**config.mk**
```make
export PLATFORM = sky130hd
export DESIGN_NAME = mem_port_arbiter
export DESIGN_NICKNAME = d
export VERILOG_FILES = /design/src/rtl/mem_arb_pkg.sv /design/src/rtl/mem_arb_rr_pick.sv /design/src/rtl/mem_port_arbiter.sv
export SDC_FILE = /design/constraint.sdc
export NUM_CORES = 1
export LEC_CHECK = 0
export BUFFER_PORTS_ARGS = -buffer_cell sky130_fd_sc_hd__buf_4
export CORE_AREA = 2 2 546 548
export DETAILED_ROUTE_END_ITERATION = 12
export DIE_AREA = 0 0 548 550
export PLACE_DENSITY = 0.3
export SLEW_MARGIN = 20
export SYNTH_ARGS = -nofsm -noshare
export SYNTH_HDL_FRONTEND = slang
export SYNTH_SLANG_ARGS = --single-unit
```
**constraint.sdc**
```tcl
create_clock -name clk_i -period 2.81 [get_ports clk_i]
set_clock_uncertainty 0.15 [all_clocks]
set_input_delay 0.281 -clock clk_i [delete_from_list [all_inputs] [get_ports clk_i]]
set_output_delay 0.281 -clock clk_i [all_outputs]
set_load 0.02 [all_outputs]
```
**src/rtl/mem_arb_pkg.sv**
```systemverilog
// -----------------------------------------------------------------------------
// mem_arb_pkg
// Shared definitions for the main-memory port arbiter:
//   - arb_state_e : transaction sequencer states (IDLE, ISSUE, WAIT, RESP)
//   - GRANT_*     : owner codes driven on grant_o
//   - *_DEF       : default widths / timeout used by mem_port_arbiter
// -----------------------------------------------------------------------------
package mem_arb_pkg;

  localparam int unsigned ADDR_W_DEF  = 32;
  localparam int unsigned LINE_W_DEF  = 256;
  localparam int unsigned TIMEOUT_DEF = 63;

  typedef enum logic [1:0] {
    IDLE  = 2'd0,
    ISSUE = 2'd1,
    WAIT  = 2'd2,
    RESP  = 2'd3
  } arb_state_e;

  localparam logic [1:0] GRANT_NONE = 2'b00;
  localparam logic [1:0] GRANT_I    = 2'b01;
  localparam logic [1:0] GRANT_D    = 2'b10;

endpackage

```
**src/rtl/mem_arb_rr_pick.sv**
```systemverilog
// -----------------------------------------------------------------------------
// mem_arb_rr_pick
// Combinational two-way round-robin picker for the memory port arbiter.
//   ic_req_i     in  I-cache request
//   dc_req_i     in  D-cache request
//   last_grant_i in  owner code of the most recent grant (GRANT_I / GRANT_D)
//   grant_o      out picked owner code (GRANT_NONE when nobody requests)
// A lone requester always wins; on a conflict the side that did not win last
// time is chosen, so neither cache can starve the other.
// -----------------------------------------------------------------------------
module mem_arb_rr_pick
  import mem_arb_pkg::*;
(
  input  logic       ic_req_i,
  input  logic       dc_req_i,
  input  logic [1:0] last_grant_i,
  output logic [1:0] grant_o
);

  always_comb begin
    grant_o = GRANT_NONE;
    if (ic_req_i && dc_req_i) begin
      grant_o = (last_grant_i == GRANT_D) ? GRANT_I : GRANT_D;
    end else if (ic_req_i) begin
      grant_o = GRANT_I;
    end else if (dc_req_i) begin
      grant_o = GRANT_D;
    end
  end

endmodule

```
**src/rtl/mem_port_arbiter.sv**
```systemverilog
// -----------------------------------------------------------------------------
// mem_port_arbiter
// Shares the single-ported main data memory between the I-cache refill path
// and the D-cache refill / write-back path. Each transaction is sequenced as
// IDLE (grant) -> ISSUE (one-cycle strobe) -> WAIT (for mem_ack_i) -> RESP
// (one-cycle ack to the owner), then back to IDLE.
//
// Ports
//   clk_i         in   clock, rising edge
//   rst_i         in   asynchronous reset, active-low
//   ic_req_i      in   I-cache refill request, held until ic_ack_o
//   ic_addr_i     in   I-cache line address
//   ic_ack_o      out  one-cycle completion pulse
//   ic_data_o     out  refill line, valid while ic_ack_o
//   dc_req_i      in   D-cache request, held until dc_ack_o
//   dc_write_i    in   1 = write-back, 0 = refill
//   dc_addr_i     in   D-cache line address
//   dc_wdata_i    in   write-back line
//   dc_ack_o      out  one-cycle completion pulse
//   dc_rdata_o    out  refill line, valid while dc_ack_o (zero for write-back)
//   mem_enable_o  out  memory strobe, one cycle per transaction
//   mem_write_o   out  memory write select
//   mem_addr_o    out  memory address
//   mem_data_o    out  memory write data
//   mem_ack_i     in   memory completion pulse
//   mem_data_i    in   memory read data, valid with mem_ack_i
//   grant_o       out  00 none, 01 I-cache, 10 D-cache
//   stall_o       out  pipeline stall (combinational)
//   err_o         out  sticky timeout error
//
// Optional feature macro: MEM_ARB_TIMEOUT_EN
//   Defined   : WAIT gives up after TIMEOUT cycles without mem_ack_i, acks the
//               owner with zero data and sets err_o (sticky until reset).
//   Undefined : WAIT persists until mem_ack_i; err_o is tied to 0.
// -----------------------------------------------------------------------------
module mem_port_arbiter
  import mem_arb_pkg::*;
#(
  parameter int unsigned ADDR_W  = ADDR_W_DEF,
  parameter int unsigned LINE_W  = LINE_W_DEF,
  parameter int unsigned TIMEOUT = TIMEOUT_DEF
) (
  input  logic              clk_i,
  input  logic              rst_i,

  input  logic              ic_req_i,
  input  logic [ADDR_W-1:0] ic_addr_i,
  output logic              ic_ack_o,
  output logic [LINE_W-1:0] ic_data_o,

  input  logic              dc_req_i,
  input  logic              dc_write_i,
  input  logic [ADDR_W-1:0] dc_addr_i,
  input  logic [LINE_W-1:0] dc_wdata_i,
  output logic              dc_ack_o,
  output logic [LINE_W-1:0] dc_rdata_o,

  output logic              mem_enable_o,
  output logic              mem_write_o,
  output logic [ADDR_W-1:0] mem_addr_o,
  output logic [LINE_W-1:0] mem_data_o,
  input  logic              mem_ack_i,
  input  logic [LINE_W-1:0] mem_data_i,

  output logic [1:0]        grant_o,
  output logic              stall_o,
  output logic              err_o
);

  if (TIMEOUT < 1) begin : g_bad_timeout
    $error("mem_port_arbiter: TIMEOUT must be at least 1");
  end

  // ---------------------------------------------------------------------------
  // State and transaction registers
  // ---------------------------------------------------------------------------
  arb_state_e        state_q, state_d;
  logic [1:0]        owner_q, owner_d;
  logic [1:0]        last_q,  last_d;
  logic [ADDR_W-1:0] addr_q,  addr_d;
  logic              write_q, write_d;
  logic [LINE_W-1:0] wdata_q, wdata_d;
  logic [LINE_W-1:0] rdata_q, rdata_d;
  logic [1:0]        pick;

`ifdef MEM_ARB_TIMEOUT_EN
  localparam int unsigned CNT_W = (TIMEOUT < 2) ? 1 : $clog2(TIMEOUT);
  logic [CNT_W-1:0] cnt_q, cnt_d;
  logic             err_q, err_d;
`endif

  mem_arb_rr_pick u_rr_pick (
    .ic_req_i     (ic_req_i),
    .dc_req_i     (dc_req_i),
    .last_grant_i (last_q),
    .grant_o      (pick)
  );

  // ---------------------------------------------------------------------------
  // Next-state / datapath
  // ---------------------------------------------------------------------------
  always_comb begin
    state_d = state_q;
    owner_d = owner_q;
    last_d  = last_q;
    addr_d  = addr_q;
    write_d = write_q;
    wdata_d = wdata_q;
    rdata_d = rdata_q;
`ifdef MEM_ARB_TIMEOUT_EN
    cnt_d   = cnt_q;
    err_d   = err_q;
`endif

    case (state_q)
      IDLE: begin
        // mem_ack_i is deliberately ignored here, so a stale ack from a
        // transaction abandoned by reset cannot complete anything.
        if (pick != GRANT_NONE) begin
          owner_d = pick;
          last_d  = pick;
          rdata_d = '0;
          state_d = ISSUE;
          if (pick == GRANT_I) begin
            addr_d  = ic_addr_i;
            write_d = 1'b0;
            wdata_d = '0;
          end else begin
            addr_d  = dc_addr_i;
            write_d = dc_write_i;
            wdata_d = dc_wdata_i;
          end
        end
      end

      ISSUE: begin
        if (mem_ack_i) begin
          rdata_d = write_q ? '0 : mem_data_i;
          state_d = RESP;
        end else begin
          state_d = WAIT;
`ifdef MEM_ARB_TIMEOUT_EN
          cnt_d   = '0;
`endif
        end
      end

      WAIT: begin
        if (mem_ack_i) begin
          rdata_d = write_q ? '0 : mem_data_i;
          state_d = RESP;
        end
`ifdef MEM_ARB_TIMEOUT_EN
        // cnt_q counts completed WAIT cycles, so the last permitted one is
        // TIMEOUT-1; that cycle without an ack ends the wait.
        else if (cnt_q == CNT_W'(TIMEOUT - 1)) begin
          rdata_d = '0;
          err_d   = 1'b1;
          state_d = RESP;
        end else begin
          cnt_d = cnt_q + 1'b1;
        end
`endif
      end

      RESP: begin
        state_d = IDLE;
      end

      default: begin
        state_d = IDLE;
      end
    endcase
  end

  // ---------------------------------------------------------------------------
  // Registers
  // ---------------------------------------------------------------------------
  always_ff @(posedge clk_i or negedge rst_i) begin
    if (!rst_i) begin
      state_q <= IDLE;
      owner_q <= GRANT_NONE;
      last_q  <= GRANT_I;
      addr_q  <= '0;
      write_q <= 1'b0;
      wdata_q <= '0;
      rdata_q <= '0;
`ifdef MEM_ARB_TIMEOUT_EN
      cnt_q   <= '0;
      err_q   <= 1'b0;
`endif
    end else begin
      state_q <= state_d;
      owner_q <= owner_d;
      last_q  <= last_d;
      addr_q  <= addr_d;
      write_q <= write_d;
      wdata_q <= wdata_d;
      rdata_q <= rdata_d;
`ifdef MEM_ARB_TIMEOUT_EN
      cnt_q   <= cnt_d;
      err_q   <= err_d;
`endif
    end
  end

  // ---------------------------------------------------------------------------
  // Outputs
  // ---------------------------------------------------------------------------
  assign grant_o      = (state_q == IDLE) ? GRANT_NONE : owner_q;
  assign mem_enable_o = (state_q == ISSUE);
  assign mem_write_o  = write_q;
  assign mem_addr_o   = addr_q;
  assign mem_data_o   = wdata_q;

  assign ic_ack_o     = (state_q == RESP) && (owner_q == GRANT_I);
  assign dc_ack_o     = (state_q == RESP) && (owner_q == GRANT_D);
  assign ic_data_o    = ic_ack_o ? rdata_q : '0;
  assign dc_rdata_o   = dc_ack_o ? rdata_q : '0;

  // A requester still waiting while the other one is being acked keeps the
  // pipeline stalled.
  assign stall_o      = (ic_req_i & ~ic_ack_o) | (dc_req_i & ~dc_ack_o);

`ifdef MEM_ARB_TIMEOUT_EN
  assign err_o = err_q;
`else
  assign err_o = 1'b0;
`endif

endmodule

```
After elaboration in Yosys (flattened, before gate mapping)
Cells that the tools add are included.

storage, ports and cells
  register bits after elaboration = 551
  bits of input ports = 582
  output and inout port bits = 808
  word-level logic and storage cells = 50

cells by class
  eq/ne operators = 10
  multiplexer cells = 18
  bitwise logic cells = 5
  reductions and logical operators = 10

operators by type and width
  cell                count
  $mux 256            6
  $pmux 256 s2        1
  $mux 32             1
  $mux 2              7
  $eq 2x2->1 const B  4
  $pmux 2 s4          1
  $eq 2x1->1 const B  3
  $ne 2x2->1 const B  2
  $reduce_and 2->1    2
  $reduce_bool 2->1   2
  $logic_and 1x1->1   3
  $reduce_and 3->1    1
  $and 1x1->1         2
  $logic_not 2->1     1
  $mux 1              2
  $ne 2x1->1 const B  1
  $not 1->1           2
  $reduce_or 2->1     1
  $or 1x1->1          1

Depth between registers and ports, before layout
  depth in word-level cells = 6
  depth in mapped cells = 8
  gate-level depth less buffers = 5

Hierarchy
Synthesis repeated with hierarchy kept, for this count alone.

second synthesis, totals
  cells, all modules = 2406
  area, all modules = 25829.8 um^2

by module, submodules not included
  module            instances  cells each  area an instance (um^2)  sequential area each (um^2)
  mem_port_arbiter  1          2402        25799.7                  13764.5
  mem_arb_rr_pick   1          4           30.0                     0.0

Least setup slack after synthesis
No wires, ideal clock.

  path kind = flip-flop to flip-flop
  start point = reg state_q[0]
  end point = reg rdata_q[155]
  library setup time = 0.134 ns
  arrival time = 1.827 ns
  data required time = 2.526 ns
  setup slack = 0.699 ns
  stages on the path, launching flop included = 7
  buffers on the path = 2
  period minus slack after synthesis = 2.111 ns
  cells stage by stage = dfrtp_1 > inv_1 > ha_1 > mux2i_2 > clkbuf_1 > buf_1 > o31ai_1

between the ends
  cells in the longest elaborated chain, start to end = 4
  elaborated cells on any way between the ends = 9
  classes of those cells = 4 x eq/ne; 1 x mux; 4 x reduce/logical

ends and longest elaborated chain
  what                                                       line                     RTL
  start: declaration                                         mem_port_arbiter.sv:77   arb_state_e state_q, state_d;
  start signal: assignment                                   mem_port_arbiter.sv:193  state_q <= state_d;
  $eq 2x1->1 or $eq 2x2->1 (tied branches)                   mem_port_arbiter.sv:115  case (state_q)
  $reduce_or 2->1 (no line)                                  -
  $ne 2x1->1 (no line) or $reduce_bool 2->1 (tied branches)  -
  $reduce_and 3->1 (no line)                                 -
  end signal: assignment                                     mem_port_arbiter.sv:199  rdata_q <= rdata_d;
  end: declaration                                           mem_port_arbiter.sv:83   logic [LINE_W-1:0] rdata_q, rdata_d;

Several ways; a longest one is shown, not always the timed one.
A chain may end at the register's enable or synchronous reset.

Worst setup path after layout
  start point = reg owner_q[0]
  end point = out dc_rdata_o[49]

between the ends
  cells in the longest elaborated chain, start to end = 3

ends and longest elaborated chain
  what                      line                     RTL
  start: declaration        mem_port_arbiter.sv:78   logic [1:0] owner_q, owner_d;
  start signal: assignment  mem_port_arbiter.sv:194  owner_q <= owner_d;
  $eq 2x2->1                mem_port_arbiter.sv:217  assign dc_ack_o = (state_q == RESP) && (owner_q == GRANT_D);
  $logic_and 1x1->1         mem_port_arbiter.sv:217
  $mux 256                  mem_port_arbiter.sv:219  assign dc_rdata_o = dc_ack_o ? rdata_q : '0;
  end: declaration          mem_port_arbiter.sv:56   output logic [LINE_W-1:0] dc_rdata_o,

Every way passes these cells.

==> run_results.csv <==
group,metric,value,unit
synthesis,ys_seq_elements,550,
synthesis,yosys.cell_count.top_type,"sky130_fd_sc_hd__dfrtp_1",
worst_setup_path,critical_path.max_fanout,9,
status,status,"finished with violations",
cts,cts_tree,"yes",
route,routed_length_per_placed_instance,23.8,µm
final_layout,number_of_filler_instances_in_the_final_layout,32867,
synthesis,synth_adder_area_share,0.242,%
synthesis,synth_cell_types,33,
placement,post_dp_hpwl,153000,µm
final_layout,layout.nets,5119,
synthesis,synthesis.instances,2542,
timing,whs,0.117,ns
synthesis,synthXorXnorAreaFrac,0,%
timing,report.final.setup_viol,46,
synthesis,synth.area.top_cells,"sky130_fd_sc_hd__dfrtp_1, sky130_fd_sc_hd__and2_1, sky130_fd_sc_hd__a22o_1",
synthesis,synth-async-reset-ratio,100,%
final_layout,final-seq-area,13800,µm²
synthesis,synth_top_area_share,53.1,%
die,die_width,548,µm
synthesis,synth_edf_count,0,
worst_setup_path,timing.critical_path.slowest_stage_cell,"sky130_fd_sc_hd__dfrtp_2",
timing,hold_viol_final,0,
placement,port-buffer-count,1388,
placement,post-place-cells,7708,
final_layout,fin_util,18.4,%
final_layout,stdcell_count,8572,
final_layout,area_delta_synth_final,110,%
timing,fmax,350,MHz
timing,grt_setup_unrepaired,"true",
route,dr.pass1.iters,4,
timing,post_layout_minimum_cycle_time,2.85,ns
cts,numClockSinks,550,
cts,htree_num_levels,3,
worst_setup_path,worst_path_largest_cell_delay,0.43,ns
synthesis,synth_top_cells_by_count,"sky130_fd_sc_hd__dfrtp_1, sky130_fd_sc_hd__and2_1, sky130_fd_sc_hd__nand2_1, sky130_fd_sc_hd__a22o_1, sky130_fd_sc_hd__o21ai_0",
power_and_ir_drop,power.share.clock,20.3,%
route,detail-route-antenna-nets,0,
timing,worst_slew_margin_rel,39.1,%
cts,clk_path_buf_depth,3,
power_and_ir_drop,power.share.switching,44.8,%
timing,tightestPinTransition,0.910,ns
synthesis,synth_sequential_area_ratio,53.2,%
grt,grt_pass1_wl,263000,µm
synthesis,synthesis.area_per_instance,10.2,µm²
final_layout,final_cell_area,54200,µm²
power_and_ir_drop,power.internal,28.3,mW
die,die_height,550,µm
die,area_of_the_core_region,296000,µm²
timing,slew_viol_final,0,
synthesis,ys.flop_type,"sky130_fd_sc_hd__dfrtp_1",
route,route.final.wire_length,204000,µm
power_and_ir_drop,sequentialPowerShare,27.5,%
grt,gr-usage-all-layers,12.4,%
die,die_area,301000,µm²
synthesis,postSynthNetCount,3129,
die,fp-row-count,200,
synthesis,post_synth_and_or_nand_nor_area_fraction,17.6,%
power_and_ir_drop,power_density,948,nW/µm²
placement,gp_congestion,0.821,
synthesis,synth_compound_gate_area_share,23.6,%
grt,grt-ovfl-total,0,
route,num_vias,28905,
worst_setup_path,r2r-start,"state_q[1]$_DFFE_PN0P_",
grt,grt_antenna_before_repair,107,
timing,fin_setup_tns,-0.604,ns
cts,cts_root_buffer,"sky130_fd_sc_hd__clkbuf_16",
power_and_ir_drop,worst_vdd_rail_ir_drop,629,µV
cts,clkTransAtPathRegs,0.06,ns
route,drc,0,
final_layout,drive_above_1_share,45.0,%
final_layout,multi_input_area,11600,µm²
worst_setup_path,worst_setup_path_end_kind,"primary output",
worst_setup_path,cp.required,2.38,ns
worst_setup_path,crit_family,"buffers and inverters",
flow_run,maxCapViolCount,0,
cts,worstSkewPairLatency,0.72,ns
timing,timing.final.crit_share,102,%
power_and_ir_drop,power.static_leakage,24.3,nW
worst_hold_path,hold_class,"in -> reg",
worst_hold_path,holdCritStartpoint,"ic_req_i",
synthesis,largest_family_of_logic_cells_by_synthesized_area,"compound AO/OA/AOI/OAI gates",
status,failing_checks,"negative setup slack",
route,drtIter0Drc,1391,
route,vias_per_inst,3.37,
route,top_layer,"met5",
cts,cts_buffers,78,
synthesis,post_synth_instance_area,25900,µm²
synthesis,synth_mux_area_share,0.150,%
placement,dp_slack,0.156,ns
timing,final.setup.worst_slack,-0.0441,ns
route,drt-met1-wl,87500,µm
power_and_ir_drop,design_power_total,51.4,mW
worst_setup_path,cp_cell_sequence,"and3b_4 -> buf_8 -> buf_16 -> clkbuf_16 -> and2_1 -> buf_6",
grt,first_global_vias,29296,
synthesis,synth-warning-count,0,
placement,post_dp_cell_area,41400,µm²
worst_setup_path,criticalPathCategory,"reg -> out",
power_and_ir_drop,switchingPower,23.0,mW
worst_setup_path,timing.critical_path.arrival,2.42,ns
die,start_util,8.75,%
grt,largest_net_degree_at_the_start_of_global_routing,87,
synthesis,netlist.top_cell.by_area,"sky130_fd_sc_hd__dfrtp_1",
route,detailroute.wirelength.met3,11800,µm
die,io_pins,1390,
worst_setup_path,critical_path.n_buffers_inverters,4,
worst_setup_path,cp_launch_type,"flip-flop",
route,dr_wl_met2,101000,µm
worst_setup_path,worst_setup_path_startpoint,"owner_q[0]$_DFFE_PN0P_",
power_and_ir_drop,power.combinational.fraction,52.2,%
-- cell usage in the layout (no fill, tap or decap), types with 2 or more instances in the layout --
master	synthesis	final
sky130_fd_sc_hd__clkbuf_1	165	17
sky130_fd_sc_hd__dfrtp_2	0	2
sky130_fd_sc_hd__and3b_4	0	2
sky130_fd_sc_hd__buf_12	0	57
sky130_fd_sc_hd__buf_4	15	1141
sky130_fd_sc_hd__clkinv_1	2	2
sky130_fd_sc_hd__and2_4	0	326
sky130_fd_sc_hd__dfrtp_1	549	547
sky130_fd_sc_hd__buf_16	0	27
sky130_fd_sc_hd__ha_4	0	2
sky130_fd_sc_hd__buf_6	11	334
sky130_fd_sc_hd__clkinv_2	0	9
sky130_fd_sc_hd__a22o_1	259	259
sky130_fd_sc_hd__diode_2	0	43
sky130_fd_sc_hd__clkinv_4	0	2
sky130_fd_sc_hd__o21ai_0	257	256
sky130_fd_sc_hd__clkinv_16	0	4
sky130_fd_sc_hd__a21oi_1	2	2
sky130_fd_sc_hd__clkbuf_8	0	17
sky130_fd_sc_hd__clkinvlp_4	0	3
sky130_fd_sc_hd__nand2_1	290	290
sky130_fd_sc_hd__and2_1	513	187
sky130_fd_sc_hd__clkbuf_16	0	106
sky130_fd_sc_hd__ha_1	5	3
sky130_fd_sc_hd__buf_8	0	13
sky130_fd_sc_hd__o2111ai_1	64	64
sky130_fd_sc_hd__o31ai_1	256	256
sky130_fd_sc_hd__and3b_1	4	2
sky130_fd_sc_hd__inv_1	3	2
sky130_fd_sc_hd__inv_16	0	3
sky130_fd_sc_hd__nand3_1	32	32
sky130_fd_sc_hd__nor2b_1	4	2
sky130_fd_sc_hd__dlygate4sd3_1	0	599
sky130_fd_sc_hd__bufinv_16	0	5
-- power groups by stage --
stage	logic, mW	registers (mW)	clock network (mW)
3_5_place_dp	23.5	14.1	0
4_1_cts	25.9	14.1	10.9
6_report	26.8	14.1	10.4
3_3_place_gp	23.4	14.1	0
2_1_floorplan	9.87	15.1	0
5_1_grt	28.9	14.5	11.2
-- registers in the layout (all words and copies together) (netlist names) --
| register | count |
|---|---|
| mem_data_o | 256 |
| rdata_q | 256 |
| mem_write_o | 1 |
| last_q | 1 |
| state_q | 2 |
| owner_q | 2 |
| mem_addr_o | 32 |
-- worst paths after layout --
check | end | slack (ns) | cells after the start
max in group asynchronous | rdata_q[177]$_DFFE_PN0P_ | 0.93 | 3
hold reg to reg | mem_addr_o[17]$_DFFE_PN0P_ | 0.34 | 2
min in group asynchronous | rdata_q[199]$_DFFE_PN0P_ | 0.24 | 3
setup reg to reg | mem_addr_o[22]$_DFFE_PN0P_ | 0.19 | 9
setup / recovery | dc_rdata_o[49] | -0.04 | 6
hold / removal | mem_addr_o[2]$_DFFE_PN0P_ | 0.12 | 4
-- worst register-to-register path: stages (launching register included) --
cell	delay (ns)
sky130_fd_sc_hd__dfrtp_2	0.42
sky130_fd_sc_hd__buf_4	0.16
sky130_fd_sc_hd__inv_1	0.10
sky130_fd_sc_hd__ha_4	0.19
sky130_fd_sc_hd__buf_6	0.17
sky130_fd_sc_hd__o21ai_4	0.23
sky130_fd_sc_hd__buf_12	0.28
sky130_fd_sc_hd__nand2_1	0.14
sky130_fd_sc_hd__nand3_1	0.07
sky130_fd_sc_hd__dlygate4sd3_1	0.57
-- logic make-up (layout without fill, tap and decap cells) --
family	count (synthesis)	count (layout)
mux	3	3
buf+inv	294	2342
other cells	1	44
simple gates	846	846
compound gates	843	843
flops	550	550
fa+ha+maj	5	5
-- per-layer routing --
| layer | vias to the layer above | GRT usage [%] |
|---|---|---|
| met5 | - | 0 |
| met4 | 60 | 2.18 |
| met3 | 265 | 2.96 |
| met2 | 1176 | 21.5 |
| met1 | 14254 | 15.8 |
| li1 | 13150 | - |
-- cell type report --
type / count / share of cell area (%)
Timing Repair Buffer: 2199 / 38.9
Sequential cell: 550 / 25.4
Multi-Input combinational cell: 1698 / 21.5
Tap cell: 3939 / 9.09
Clock buffer: 112 / 4.15
Clock inverter: 26 / 0.766
Antenna cell: 43 / 0.198
Inverter: 5 / 0.0346
-- what timing repair did --
action | in CTS | in global routing
gates resized for setup | 238 | 521
hold buffers | 599 | 0
hold endpoints to repair | 858 | 0
endpoints found under the setup margin | 475 | 523
buffers inserted | 19 | 11
pin swaps | 12 | 27
cloned | 20 | 38
Power figures use the tool's default switching activity.
